$ cat src/rtl/uart_rx_param.sv
// Parametrised UART receiver: 2-flop synchroniser, oversampled majority vote,
// optional parity, 1/2 stop bits, false-start rejection and break handling.
module uart_rx_param #(
  parameter int unsigned CLK_FREQ   = 100_000_000,
  parameter int unsigned BAUD       = 9600,
  parameter int unsigned OVERSAMPLE = 16,
  parameter int unsigned DATA_BITS  = 8,
  parameter int unsigned PARITY     = 0,
  parameter int unsigned STOP_BITS  = 1
) (
  input  logic                 clk,
  input  logic                 rst,
  input  logic                 rxd,
  output logic [DATA_BITS-1:0] rxddata,
  output logic                 rdone,
  output logic                 parity_err,
  output logic                 frame_err,
  output logic                 busy
);

  localparam int unsigned DIV   = CLK_FREQ / (BAUD * OVERSAMPLE);
  localparam int unsigned DivW  = (DIV > 1) ? $clog2(DIV) : 1;
  localparam int unsigned SampW = $clog2(OVERSAMPLE);

  localparam logic [DivW-1:0]  DivMax   = DivW'(DIV - 1);
  localparam logic [SampW-1:0] SampLast = SampW'(OVERSAMPLE - 1);
  localparam logic [SampW-1:0] SampA    = SampW'(OVERSAMPLE / 2 - 1);
  localparam logic [SampW-1:0] SampB    = SampW'(OVERSAMPLE / 2);
  localparam logic [SampW-1:0] SampC    = SampW'(OVERSAMPLE / 2 + 1);
  localparam logic [3:0]       DataLast = 4'(DATA_BITS - 1);
  localparam logic [3:0]       StopLast = 4'(STOP_BITS - 1);

  if (DATA_BITS < 5 || DATA_BITS > 9) begin : g_bad_data_bits
    $error("uart_rx_param: DATA_BITS must be in 5..9");
  end
  if (STOP_BITS < 1 || STOP_BITS > 2) begin : g_bad_stop_bits
    $error("uart_rx_param: STOP_BITS must be 1 or 2");
  end
  if (PARITY > 2) begin : g_bad_parity
    $error("uart_rx_param: PARITY must be 0, 1 or 2");
  end
  if (OVERSAMPLE < 8 || (OVERSAMPLE % 2) != 0) begin : g_bad_oversample
    $error("uart_rx_param: OVERSAMPLE must be even and >= 8");
  end
  if (DIV < 1) begin : g_bad_div
    $error("uart_rx_param: CLK_FREQ too low for BAUD*OVERSAMPLE");
  end

  typedef enum logic [2:0] {
    StIdle,
    StStart,
    StData,
    StParity,
    StStop,
    StBreak
  } state_e;

  state_e                state_q, state_d;
  logic                  rxd_meta_q, rxd_sync_q, rxd_prev_q;
  logic [DivW-1:0]       div_cnt_q, div_cnt_d;
  logic [SampW-1:0]      samp_cnt_q, samp_cnt_d;
  logic [3:0]            bit_cnt_q, bit_cnt_d;
  logic                  s0_q, s0_d, s1_q, s1_d;
  logic [DATA_BITS-1:0]  shift_q, shift_d;
  logic                  par_bit_q, par_bit_d;
  logic                  stop_err_q, stop_err_d;
  logic [DATA_BITS-1:0]  rxddata_q, rxddata_d;
  logic                  parity_err_q, parity_err_d;
  logic                  frame_err_q, frame_err_d;
  logic                  rdone_q, rdone_d;

  logic tick, mid, vote, start_edge, exp_par, stop_err_all;

  always_ff @(posedge clk or posedge rst) begin
    if (rst) begin
      rxd_meta_q <= 1'b1;
      rxd_sync_q <= 1'b1;
      rxd_prev_q <= 1'b1;
    end else begin
      rxd_meta_q <= rxd;
      rxd_sync_q <= rxd_meta_q;
      rxd_prev_q <= rxd_sync_q;
    end
  end

  assign tick       = (div_cnt_q == DivMax);
  assign mid        = tick && (samp_cnt_q == SampC);
  // Third vote comes straight from the line at the last of the three sample points.
  assign vote       = (s0_q & s1_q) | (s0_q & rxd_sync_q) | (s1_q & rxd_sync_q);
  assign start_edge = rxd_prev_q & ~rxd_sync_q;
  assign exp_par    = (^shift_q) ^ (PARITY == 1);
  assign stop_err_all = stop_err_q | ~vote;

  always_comb begin
    state_d      = state_q;
    div_cnt_d    = div_cnt_q;
    samp_cnt_d   = samp_cnt_q;
    bit_cnt_d    = bit_cnt_q;
    s0_d         = s0_q;
    s1_d         = s1_q;
    shift_d      = shift_q;
    par_bit_d    = par_bit_q;
    stop_err_d   = stop_err_q;
    rxddata_d    = rxddata_q;
    parity_err_d = parity_err_q;
    frame_err_d  = frame_err_q;
    rdone_d      = 1'b0;

    if (state_q == StIdle) begin
      div_cnt_d  = '0;
      samp_cnt_d = '0;
    end else if (tick) begin
      div_cnt_d  = '0;
      samp_cnt_d = (samp_cnt_q == SampLast) ? '0 : samp_cnt_q + SampW'(1);
    end else begin
      div_cnt_d  = div_cnt_q + DivW'(1);
    end

    if (tick && samp_cnt_q == SampA) s0_d = rxd_sync_q;
    if (tick && samp_cnt_q == SampB) s1_d = rxd_sync_q;

    // Every bit is resolved at its own mid-sample; bit boundaries need no tracking.
    unique case (state_q)
      StIdle: begin
        if (start_edge) state_d = StStart;
      end
      StStart: begin
        if (mid) begin
          bit_cnt_d = '0;
          state_d   = vote ? StIdle : StData;
        end
      end
      StData: begin
        if (mid) begin
          shift_d = {vote, shift_q[DATA_BITS-1:1]};
          if (bit_cnt_q == DataLast) begin
            bit_cnt_d  = '0;
            stop_err_d = 1'b0;
            state_d    = (PARITY != 0) ? StParity : StStop;
          end else begin
            bit_cnt_d = bit_cnt_q + 4'd1;
          end
        end
      end
      StParity: begin
        if (mid) begin
          par_bit_d = vote;
          state_d   = StStop;
        end
      end
      StStop: begin
        if (mid) begin
          if (bit_cnt_q == StopLast) begin
            rxddata_d    = shift_q;
            frame_err_d  = stop_err_all;
            parity_err_d = (PARITY != 0) && (par_bit_q != exp_par);
            rdone_d      = 1'b1;
            state_d      = rxd_sync_q ? StIdle : StBreak;
          end else begin
            stop_err_d = stop_err_all;
            bit_cnt_d  = bit_cnt_q + 4'd1;
          end
        end
      end
      StBreak: begin
        if (rxd_sync_q) state_d = StIdle;
      end
      default: state_d = StIdle;
    endcase
  end

  always_ff @(posedge clk or posedge rst) begin
    if (rst) begin
      state_q      <= StIdle;
      div_cnt_q    <= '0;
      samp_cnt_q   <= '0;
      bit_cnt_q    <= '0;
      s0_q         <= 1'b1;
      s1_q         <= 1'b1;
      shift_q      <= '0;
      par_bit_q    <= 1'b0;
      stop_err_q   <= 1'b0;
      rxddata_q    <= '0;
      parity_err_q <= 1'b0;
      frame_err_q  <= 1'b0;
      rdone_q      <= 1'b0;
    end else begin
      state_q      <= state_d;
      div_cnt_q    <= div_cnt_d;
      samp_cnt_q   <= samp_cnt_d;
      bit_cnt_q    <= bit_cnt_d;
      s0_q         <= s0_d;
      s1_q         <= s1_d;
      shift_q      <= shift_d;
      par_bit_q    <= par_bit_d;
      stop_err_q   <= stop_err_d;
      rxddata_q    <= rxddata_d;
      parity_err_q <= parity_err_d;
      frame_err_q  <= frame_err_d;
      rdone_q      <= rdone_d;
    end
  end

  assign rxddata    = rxddata_q;
  assign rdone      = rdone_q;
  assign parity_err = parity_err_q;
  assign frame_err  = frame_err_q;
  assign busy       = (state_q != StIdle);

endmodule
$ cat config.mk
export PLATFORM = sky130hd
export DESIGN_NAME = uart_rx_param
export DESIGN_NICKNAME = d
export VERILOG_FILES = /design/src/rtl/uart_rx_param.sv
export SDC_FILE = /design/constraint.sdc
export NUM_CORES = 1
export LEC_CHECK = 0
export BUFFER_PORTS_ARGS = -buffer_cell sky130_fd_sc_hd__buf_2
export CORE_ASPECT_RATIO = 2
export CORE_MARGIN = 2
export CORE_UTILIZATION = 35
export DETAILED_ROUTE_END_ITERATION = 12
export GPL_TIMING_DRIVEN = 1
export PLACE_DENSITY = 0.51
export SYNTH_ARGS = -nofsm -noshare
export SYNTH_HDL_FRONTEND = slang
export SYNTH_SLANG_ARGS = --single-unit
export TNS_END_PERCENT = 1
$ cat constraint.sdc
create_clock -name clk -period 2.02 [get_ports clk]
set_input_delay 0.303 -clock clk [delete_from_list [all_inputs] [get_ports clk]]
set_output_delay 0.303 -clock clk [all_outputs]
set_load 0.02 [all_outputs]
; Word-level counts from Yosys, hierarchy flattened
; Cells that the tools add are included.
[classes]
add_sub_neg = 3
n_eq_ne = 20
n_mux = 30
n_bitwise = 9
n_reduce_logical = 14
[ops]
columns = cell, n
row1 = two-way mux 4 bit, 8
row2 = two-way mux 3 bit, 9
row3 = two-way mux 10 bit, 2
row4 = inequality test 2 bit (second input constant), 9
row5 = case mux 3 bit (6 select lines), 1
row6 = equality test 4 bit (second input constant), 3
row7 = case mux 4 bit (3 select lines), 1
row8 = adder 10 x 1 -> 10 bit (second input constant), 1
row9 = equality test 10 bit (second input constant), 1
row10 = AND reduction 5 bit, 2
row11 = adder 4 x 1 -> 4 bit (second input constant), 2
row12 = equality test 4 x 3 -> 1 bit (second input constant), 2
row13 = AND reduction 8 bit, 1
row14 = two-way mux 1 bit, 7
row15 = equality test 3 x 2 -> 1 bit (second input constant), 2
row16 = equality test 3 bit (second input constant), 2
row17 = nonzero test 3 bit, 2
row18 = AND 1 bit, 4
row19 = zero test 4 bit, 1
row20 = nonzero test 2 bit, 2
row21 = equality test 3 x 1 -> 1 bit (second input constant), 1
row22 = logical AND 1 bit, 3
row23 = zero test 3 bit, 1
row24 = OR 1 bit, 3
row25 = other kinds (5), 6
[word_totals]
reg_bits = 45
inputBits = 3

; Logic depth before layout (Yosys ltp)
; Gate-level depths: netlist of the first run.
[depth]
ltp_word = 8
depth_mapped = 7
mapped_depth_nobuf = 6

; Least setup slack after synthesis of the first run
; Ideal clock, no wire load.
[synth_timing]
path_kind = reg2reg
startpoint = register div_cnt_q[0]
endpoint = register shift_q[0]
setup_ns = 0.128
arrival_ns = 1.680
required_time_ns = 1.892
path_slack_ns = 0.212
path_stages_with_launch = 8
cell_sequence = dfrtp_1 inv_1 ha_1 and4b_2 nand4_2 or2_1 buf_2 mux2_1
[synth_via]
elab_chain_len = 3
[synth_lines]
columns = element, line_no
row1 = start: declaration, 60  ; logic [DivW-1:0] div_cnt_q, div_cnt_d;
row2 = start signal: assignment, 189  ; div_cnt_q <= div_cnt_d;
row3 = equality test 10 bit, 86  ; assign tick = (div_cnt_q == DivMax);
row4 = logical AND 1 bit, 87  ; assign mid = tick && (samp_cnt_q == SampC);
row5 = AND reduction 2 bit (no line), n/a
row6 = end signal: assignment, 194  ; shift_q <= shift_d;
row7 = end: declaration, 64  ; logic [DATA_BITS-1:0] shift_q, shift_d;
; No other way between the ends.
; A chain may end at the register's enable or synchronous reset.

; Worst setup path after layout of the first run
[layout_timing]
startpoint = register samp_cnt_q[1]
endpoint = register bit_cnt_q[3]
[layout_via]
elab_chain_len = 4
elab_cells_between_ends = 6
cone_classes = eq/ne (4) / reduce/logical (2)
[layout_lines]
columns = element, line_no
row1 = start: declaration, 61  ; logic [SampW-1:0] samp_cnt_q, samp_cnt_d;
row2 = start signal: assignment, 190  ; samp_cnt_q <= samp_cnt_d;
row3 = equality test 4 bit *, 87
row4 = logical AND 1 bit *, 87
row5 = inequality test 2 bit (no line), n/a
row6 = AND reduction 5 bit (no line) *, n/a
row7 = end signal: assignment, 191  ; bit_cnt_q <= bit_cnt_d;
row8 = end: declaration, 62  ; logic [3:0] bit_cnt_q, bit_cnt_d;
; Every way passes the cells marked *; elsewhere a longest branch is shown, timed or not.

==> impl_metrics.sql, run 1 <==
INSERT INTO impl_metrics (metric_group, metric, value, unit) VALUES
('timing', 'count_of_endpoints_failing_setup_in_the_final_report', '0', ''),
('clock_network', 'cts_buffer_depth', '2', ''),
('floorplan', 'initial_core_utilization', '0.3571', ''),
('finish', 'final.fill_count', '633', ''),
('critical_path', 'worstReg2RegStart', 'samp_cnt_q[1]', ''),
('synthesis', 'async_set_or_reset_register_ratio_after_synthesis', '1.000', ''),
('finish', 'post-route-util', '0.4254', ''),
('global_route', 'wire_length_of_the_first_global_routing_pass', '7334', 'µm'),
('detailed_routing', 'drt-vias-per-instance', '5.003', ''),
('finish', 'areaGrowthSynthToFinish', '19.15', '%'),
('timing', 'finalClockSkew', '0.009884', 'ns'),
('timing', 'final-hold-violation-count', '0', ''),
('clock_network', 'clock_insertion_delay_worst_skew', '0.29', 'ns'),
('critical_path', 'crit_path_max_incr_delay', '0.58', 'ns'),
('floorplan', 'die_h', '117', 'µm'),
('clock_network', 'number_of_cts_inserted_buffers', '5', ''),
('detailed_routing', 'antenna_violating_nets_post_route', '0', ''),
('power_and_ir_drop', 'ir_drop', '0.3183', 'mV'),
('finish', 'storage_element_area', '1132', 'µm²'),
('synthesis', 'synthesis.instances', '195', ''),
('clock_network', 'htree_num_levels', '2', ''),
('synthesis', 'synthesis.area', '2235', 'µm²'),
('global_route', 'initial_antenna_violation_count', '0', ''),
('critical_path', 'path_max_fanout', '4', ''),
('floorplan', 'die-area', '7079', 'µm²'),
('finish', 'finalNetCount', '235', ''),
('timing', 'final-max-slew-violation-count', '0', ''),
('placed_design', 'replace_congestion', '0.7549', ''),
('detailed_routing', 'detailedRoute.firstIterationViolations', '27', ''),
('detailed_routing', 'routed_wirelength', '4326', 'µm'),
('critical_path', 'ordered_cell_list_for_the_critical_path', 'inv_1 -> ha_1 -> nor4bb_1 -> nand4_1 -> or4b_1 -> o211ai_1', ''),
('critical_path', 'critPathSlowestCell', 'or4b_1', ''),
('synthesis', 'leading_cell_types_by_total_area_after_synthesis', 'dfrtp_1 45%, dfstp_2 5.9%, mux2_1 5.5%', ''),
('power_and_ir_drop', 'leakage', '1.259', 'nW'),
('min_path', 'min_from', 'rxd', ''),
('detailed_routing', 'dr_drc_count', '0', ''),
('power_and_ir_drop', 'seq_power_share', '0.449', ''),
('critical_path', 'reg2reg_slack', '0.14', 'ns'),
('timing', 'period_needed', '1.879', 'ns'),
('detailed_routing', 'drt-wirelength-per-cell', '13.87', 'µm'),
('synthesis', 'synth.net_count', '205', ''),
('global_route', 'globalRouteOverflowTotal', '0', ''),
('outcome', 'status', 'completed', ''),
('clock_network', 'clkSlewWorstSetupHoldPaths', '0.06', 'ns'),
('timing', 'final.setup.worst_slack', '0.1415', 'ns'),
('synthesis', 'dominantRegCellSynth', 'dfrtp_1', ''),
('floorplan', 'io_pins', '15', ''),
('synthesis', 'ys_seq_elements', '45', ''),
('power_and_ir_drop', 'power-per-cell-area', '853.1', 'nW/µm²'),
('critical_path', 'critPathKind', 'flip-flop to flip-flop', ''),
('global_route', 'grt_start_max_net_pins', '18', ''),
('global_route', 'number_of_global_route_vias_before_repair', '1604', ''),
('power_and_ir_drop', 'p_int', '1.689', 'mW'),
('critical_path', 'setup.worst_path.start_class', 'flip-flop', ''),
('synthesis', 'netlist.top_cell.by_area', 'dfrtp_1', ''),
('synthesis', 'yosys_warnings', '0', ''),
('synthesis', 'synth_cell_type_count', '59', ''),
('detailed_routing', 'drt-pass1-iter-count', '4', ''),
('floorplan', 'fp-row-count', '41', ''),
('finish', 'final_layout_size_suffix_gt1_frac', '0.2522', ''),
('clock_network', 'ctsRootBufferMaster', 'clkbuf_16', ''),
('critical_path', 'worst_setup_path_startpoint', 'samp_cnt_q[1]', ''),
('timing', 'layout_worst_path_cycle_share', '0.9300', ''),
('clock_network', 'cts_sinks', '45', ''),
('min_path', 'hold_crit_path_type', 'input pin to flip-flop', ''),
('power_and_ir_drop', 'share_comb_of_total_power', '0.145', ''),
('power_and_ir_drop', 'p_sw', '0.5827', 'mW'),
('critical_path', 'timing.critical_path.required', '2.23', 'ns'),
('detailed_routing', 'routed-via-count', '1561', ''),
('placed_design', 'buffers_on_ports', '13', ''),
('placed_design', 'dp_hpwl', '3389', 'µm');
[registers in the layout (all words and copies together) (netlist names)]
name / count
div_cnt_q: 10
rxddata: 8
shift_q: 8
bit_cnt_q: 4
samp_cnt_q: 4
state_q: 3
frame_err: 1
rdone: 1
rxd_meta_q: 1
rxd_prev_q: 1
rxd_sync_q: 1
s0_q: 1
s1_q: 1
stop_err_q: 1
[routing by layer]
| metal | GRT usage | share of wire |
|---|---|---|
| met5 | 0 | 0 |
| met3 | 0.02967 | 0.024 |
| met2 | 0.2703 | 0.59 |
| met4 | 0.07826 | 0.031 |
| met1 | 0.1323 | 0.35 |
[kinds of logic after synthesis]
group | share of synthesized area
compound gates | 0.09910
xor+xnor | 0.03136
fa+ha+maj | 0.04367
buf+inv | 0.04255
flops | 0.5067
mux | 0.09519
other cells | 0.001678
simple gates | 0.1797
[cells in the final DEF (no fill, tap or decap), types with 7 or more instances in the layout]
cell,Yosys,layout
o21ai_0,7,7
dfrtp_1,40,40
inv_1,13,12
nor2_1,16,16
buf_2,1,13
mux2_1,11,11
nand2_1,8,8
mux2_2,7,7
buf_4,2,15
ha_1,7,7
[what timing repair did]
item / 4_1_cts / 5_1_grt
setup endpoints to repair: 1 / 1
gates resized for setup: 1 / 0
pin swaps: 0 / 1
hold endpoints to repair: 11 / 0
hold buffers: 1 / 0
buffers inserted: 0 / 1
[worst max-delay path: cells and delay by family (launching register included)]
| family | cells | cell delay, ns |
|---|---|---|
| fa+ha+maj | 1 | 0.15 |
| buf+inv | 1 | 0.08 |
| simple gates | 3 | 1.07 |
| compound gates | 1 | 0.10 |
| flops | 1 | 0.40 |
[path summary, 6_finish.rpt]
path / to / cells after the start
max: bit_cnt_q[3] / 6
min: rxd_meta_q / 1
max reg2reg: bit_cnt_q[3] / 6
min reg2reg: rxd_sync_q / 0
max in group asynchronous: s0_q / 4
min in group asynchronous: div_cnt_q[4] / 3
[area by class of cell]
cell class	instances	share of cell area
Timing Repair Buffer	29	0.07049
Tap cell	86	0.04041
Inverter	13	0.01833
Clock buffer	6	0.04840
Multi-Input combinational cell	131	0.3825
Sequential cell	45	0.4253
Clock inverter	2	0.01457
[power groups by stage]
| stage | logic, mW | registers [mW] | clock network, mW |
|---|---|---|---|
| 6_report | 0.330 | 1.02 | 0.921 |
| 5_1_grt | 0.380 | 1.03 | 0.979 |
| 4_1_cts | 0.333 | 1.02 | 0.944 |
| 3_5_place_dp | 0.322 | 1.04 | 0 |
| 3_3_place_gp | 0.321 | 1.04 | 0 |
| 2_1_floorplan | 0.210 | 1.03 | 0 |
[metrics by stage]
stage / power, mW / cells / hold WS, ns / instance area [µm²] / setup TNS, ns
floorplan: 1.245 / 195 / 0.3075 / 2235 / 0
global placement: 1.359 / 302 / 0.2901 / 2466 / 0
detailed placement: 1.359 / 302 / 0.2934 / 2466 / -0.007666
CTS: 2.299 / 311 / 0.1020 / 2655 / 0
global route: 2.393 / 312 / 0.09737 / 2663 / 0
finish: 2.271 / 312 / 0.1051 / 2663 / 0
[cells in the mapped netlist, types with 2 or more instances]
cell / n
o211ai_1: 2
nand3b_1: 2
mux2_2: 7
xnor2_1: 3
buf_4: 2
nor3b_2: 2
xor2_1: 5
inv_1: 13
dfstp_2: 5
o21ai_0: 7
mux2_1: 11
nand2b_1: 2
ha_1: 7
nor2_1: 16
nor3_1: 4
a221oi_1: 2
nand2_1: 8
dfrtp_1: 40
buf_6: 2
o41ai_1: 2
nand4_1: 3
o22ai_1: 2
nor3b_1: 2
or3b_1: 2
nand3_1: 4
or3_1: 2
o31ai_1: 2
a21oi_1: 5
Power figures use the tool's default switching activity.
==> run 2, diff against run 1 <==
Settings changed: BUFFER_PORTS_ARGS -buffer_cell sky130_fd_sc_hd__buf_2 to not set, CELL_PAD_IN_SITES_DETAIL_PLACEMENT set to 0, CELL_PAD_IN_SITES_GLOBAL_PLACEMENT set to 1, DONT_BUFFER_PORTS set to 1, PLACE_DENSITY 0.51 to 0.58.
==> run 2 against run 1 <==
First-iteration DRC count grew 130%. Die area is the same. Critical path depth unchanged. Utilization down 1.2 points. Final cell count decreased by 4.2%. Via count decreased by 2.4%. Sequential share of layout area grew 1.3 points. Register-to-register slack lost 0.04 ns. Sequential cell count unchanged. Global-route usage increased by 0.47 points. Critical path type unchanged. Critical endpoint unchanged.
==> impl_metrics.sql, run 2 (same netlist as run 1, synthesis figures left out) <==
INSERT INTO impl_metrics (metric_group, metric, value, unit) VALUES
('timing', 'final-max-slew-violation-count', '0', ''),
('detailed_routing', 'drt-wirelength-per-cell', '15.04', 'µm'),
('finish', 'finalNetCount', '222', ''),
('detailed_routing', 'routed_wirelength', '4496', 'µm'),
('clock_network', 'cts_tree', 'done', ''),
('clock_network', 'cts_sinks', '45', ''),
('floorplan', 'die-area', '7079', 'µm²'),
('power_and_ir_drop', 'seq_power_share', '0.491', ''),
('finish', 'final.fill_count', '620', ''),
('timing', 'setup_tns', '0', 'ns'),
('placed_design', 'buffers_on_ports', '0', ''),
('timing', 'count_of_endpoints_failing_setup_in_the_final_report', '0', ''),
('power_and_ir_drop', 'share_comb_of_total_power', '0.142', ''),
('min_path', 'worst_hold_path.endpoint', 'rxd_sync_q', ''),
('detailed_routing', 'antenna_violating_nets_post_route', '0', ''),
('finish', 'storage_element_area', '1132', 'µm²'),
('detailed_routing', 'dr_drc_count', '0', ''),
('critical_path', 'reg2reg_depth', '6', ''),
('global_route', 'grt_start_max_net_pins', '18', ''),
('power_and_ir_drop', 'switching_share', '0.2688', ''),
('timing', 'setup_repair_after_global_routing_missed_its_margin', 'yes', ''),
('critical_path', 'critPathKind', 'flip-flop to flip-flop', ''),
('critical_path', 'setup.worst_path.start_class', 'flip-flop', ''),
('floorplan', 'die_h', '117', 'µm'),
('critical_path', 'cp.arrival', '2.08', 'ns'),
('detailed_routing', 'drt-vias-per-instance', '5.097', ''),
('critical_path', 'timing.critical_path.required', '2.18', 'ns'),
('global_route', 'globalRouteOverflowTotal', '0', ''),
('outcome', 'status', 'completed', ''),
('finish', 'insertedDiodeCount', '0', ''),
('global_route', 'number_of_global_route_vias_before_repair', '1644', ''),
('detailed_routing', 'routed-via-count', '1524', ''),
('finish', 'stdcell_area', '2586', 'µm²'),
('power_and_ir_drop', 'leakage', '1.185', 'nW'),
('finish', 'final_cell_mix', '40 x dfrtp_1, 16 x nor2_1, 14 x buf_4', ''),
('power_and_ir_drop', 'power-per-cell-area', '815.5', 'nW/µm²'),
('finish', 'areaGrowthSynthToFinish', '15.73', '%'),
('global_route', 'grt_use_total', '0.1464', ''),
('placed_design', 'dp_hpwl', '3512', 'µm'),
('timing', 'period_needed', '1.918', 'ns'),
('finish', 'most_common_library_cell_in_the_layout_ignoring_fill_and_taps', 'dfrtp_1', ''),
('timing', 'finalClockSkew', '0.003911', 'ns'),
('critical_path', 'reg2reg_to', 'bit_cnt_q[3]', ''),
('floorplan', 'io_pins', '15', ''),
('global_route', 'initial_antenna_violation_count', '0', ''),
('finish', 'final_layout_size_suffix_gt1_frac', '0.2160', ''),
('clock_network', 'clock_insertion_delay_worst_skew', '0.29', 'ns'),
('floorplan', 'die-width', '60.50', 'µm'),
('finish', 'footprint_of_the_multi_input_gates', '1033', 'µm²'),
('clock_network', 'clkSlewWorstSetupHoldPaths', '0.06', 'ns'),
('min_path', 'worst_hold_path.num_cells', '0', ''),
('finish', 'registers.top_by_ff_count', 'div_cnt_q', ''),
('critical_path', 'path_max_fanout', '8', ''),
('timing', 'clock.fmax', '0.5214', 'GHz'),
('clock_network', 'ctsRootBufferMaster', 'clkbuf_16', ''),
('power_and_ir_drop', 'report.power.total', '2.109', 'mW'),
('clock_network', 'number_of_cts_inserted_buffers', '5', ''),
('placed_design', 'dpl-instance-area', '2394', 'µm²'),
('clock_network', 'htree_num_levels', '2', ''),
('floorplan', 'standard_cell_core_area', '6259', 'µm²'),
('critical_path', 'worstReg2RegStart', 'bit_cnt_q[0]', ''),
('run', 'cap_viol_max_count', '0', ''),
('critical_path', 'reg2reg_slack', '0.10', 'ns'),
('detailed_routing', 'drt-pass1-iter-count', '4', ''),
('power_and_ir_drop', 'p_int', '1.542', 'mW'),
('power_and_ir_drop', 'power_frac_clock', '0.367', ''),
('critical_path', 'endpoint_kind', 'flip-flop', ''),
('timing', 'final-hold-violation-count', '0', ''),
('power_and_ir_drop', 'p_sw', '0.5669', 'mW'),
('global_route', 'wire_length_of_the_first_global_routing_pass', '7541', 'µm'),
('clock_network', 'cts_buffer_depth', '2', ''),
('floorplan', 'initial_core_utilization', '0.3571', ''),
('floorplan', 'fp-row-count', '41', ''),
('finish', 'flip_flop_count_of_the_largest_register_after_layout', '10', ''),
('timing', 'layout_worst_path_cycle_share', '0.9495', ''),
('power_and_ir_drop', 'ir_drop', '0.4737', 'mV'),
('placed_design', 'replace_congestion', '0.7779', ''),
('detailed_routing', 'detailedRoute.firstIterationViolations', '62', ''),
('min_path', 'min_from', 'rxd_meta_q', ''),
('min_path', 'hold_crit_path_type', 'flip-flop to flip-flop', '');
==> run 2: cell type report <==
class / instances / area share
clock inverter: 2 / 0.003870
clock buffer: 6 / 0.04983
multi-input combinational: 131 / 0.3996
timing repair buffer: 16 / 0.04838
sequential: 45 / 0.4378
inverter: 13 / 0.01887
tap: 86 / 0.04161
==> run 2: how the worst max path moves through the flow <==
| stage | start | endpoint | cells past startpoint |
|---|---|---|---|
| after floorplan | div_cnt_q[0] | shift_q[0] | 7 |
| after global placement | bit_cnt_q[0] | bit_cnt_q[2] | 6 |
| after detailed placement | bit_cnt_q[0] | bit_cnt_q[3] | 6 |
| after CTS | samp_cnt_q[1] | bit_cnt_q[3] | 6 |
| after global routing | samp_cnt_q[1] | bit_cnt_q[3] | 6 |
| final | bit_cnt_q[0] | bit_cnt_q[3] | 6 |
==> run 2: what timing repair did <==
action	CTS	global route
setup endpoints to repair	0	22
setup buffers	0	1
resized for setup	0	5
endpoints found under the hold margin	12	1
hold buffers	1	1
==> run 2: per-layer routing <==
layer,share of wire,up-vias,GRT usage
met5,0,-,0
met3,0.027,11,0.03736
li1,-,733,-
met1,0.34,758,0.1262
met4,0.029,0,0.08261
met2,0.60,22,0.2848
==> run 2: metrics by stage <==
step | utilization | instances | setup WS (ns) | hold slack (ns)
2_1_floorplan | - | 195 | 0.2120 | 0.3075
6_report | 0.4132 | 299 | 0.1020 | 0.3558
3_5_place_dp | 0.3824 | 288 | 0.02583 | 0.1626
3_3_place_gp | 0.3824 | 288 | 0.09384 | 0.1562
5_1_grt | 0.4132 | 299 | -0.02104 | 0.3583
4_1_cts | 0.4062 | 297 | 0.006197 | 0.003672
==> run 2: critical path, stage by stage, from the launching register on <==
cell and delay, ns:
dfrtp_1 0.42, inv_1 0.08, ha_1 0.15, or3b_1 0.41, a221oi_4 0.44, or4b_1 0.20
o211ai_1 0.09
==> run 2: power by group through the flow <==
| stage | clock network (mW) | logic, mW | registers [mW] |
|---|---|---|---|
| 5_1_grt | 0.851 | 0.342 | 1.05 |
| 3_3_place_gp | 0 | 0.279 | 1.05 |
| 3_5_place_dp | 0 | 0.294 | 1.05 |
| 6_report | 0.773 | 0.299 | 1.04 |
| 2_1_floorplan | 0 | 0.210 | 1.03 |
| 4_1_cts | 0.803 | 0.298 | 1.03 |
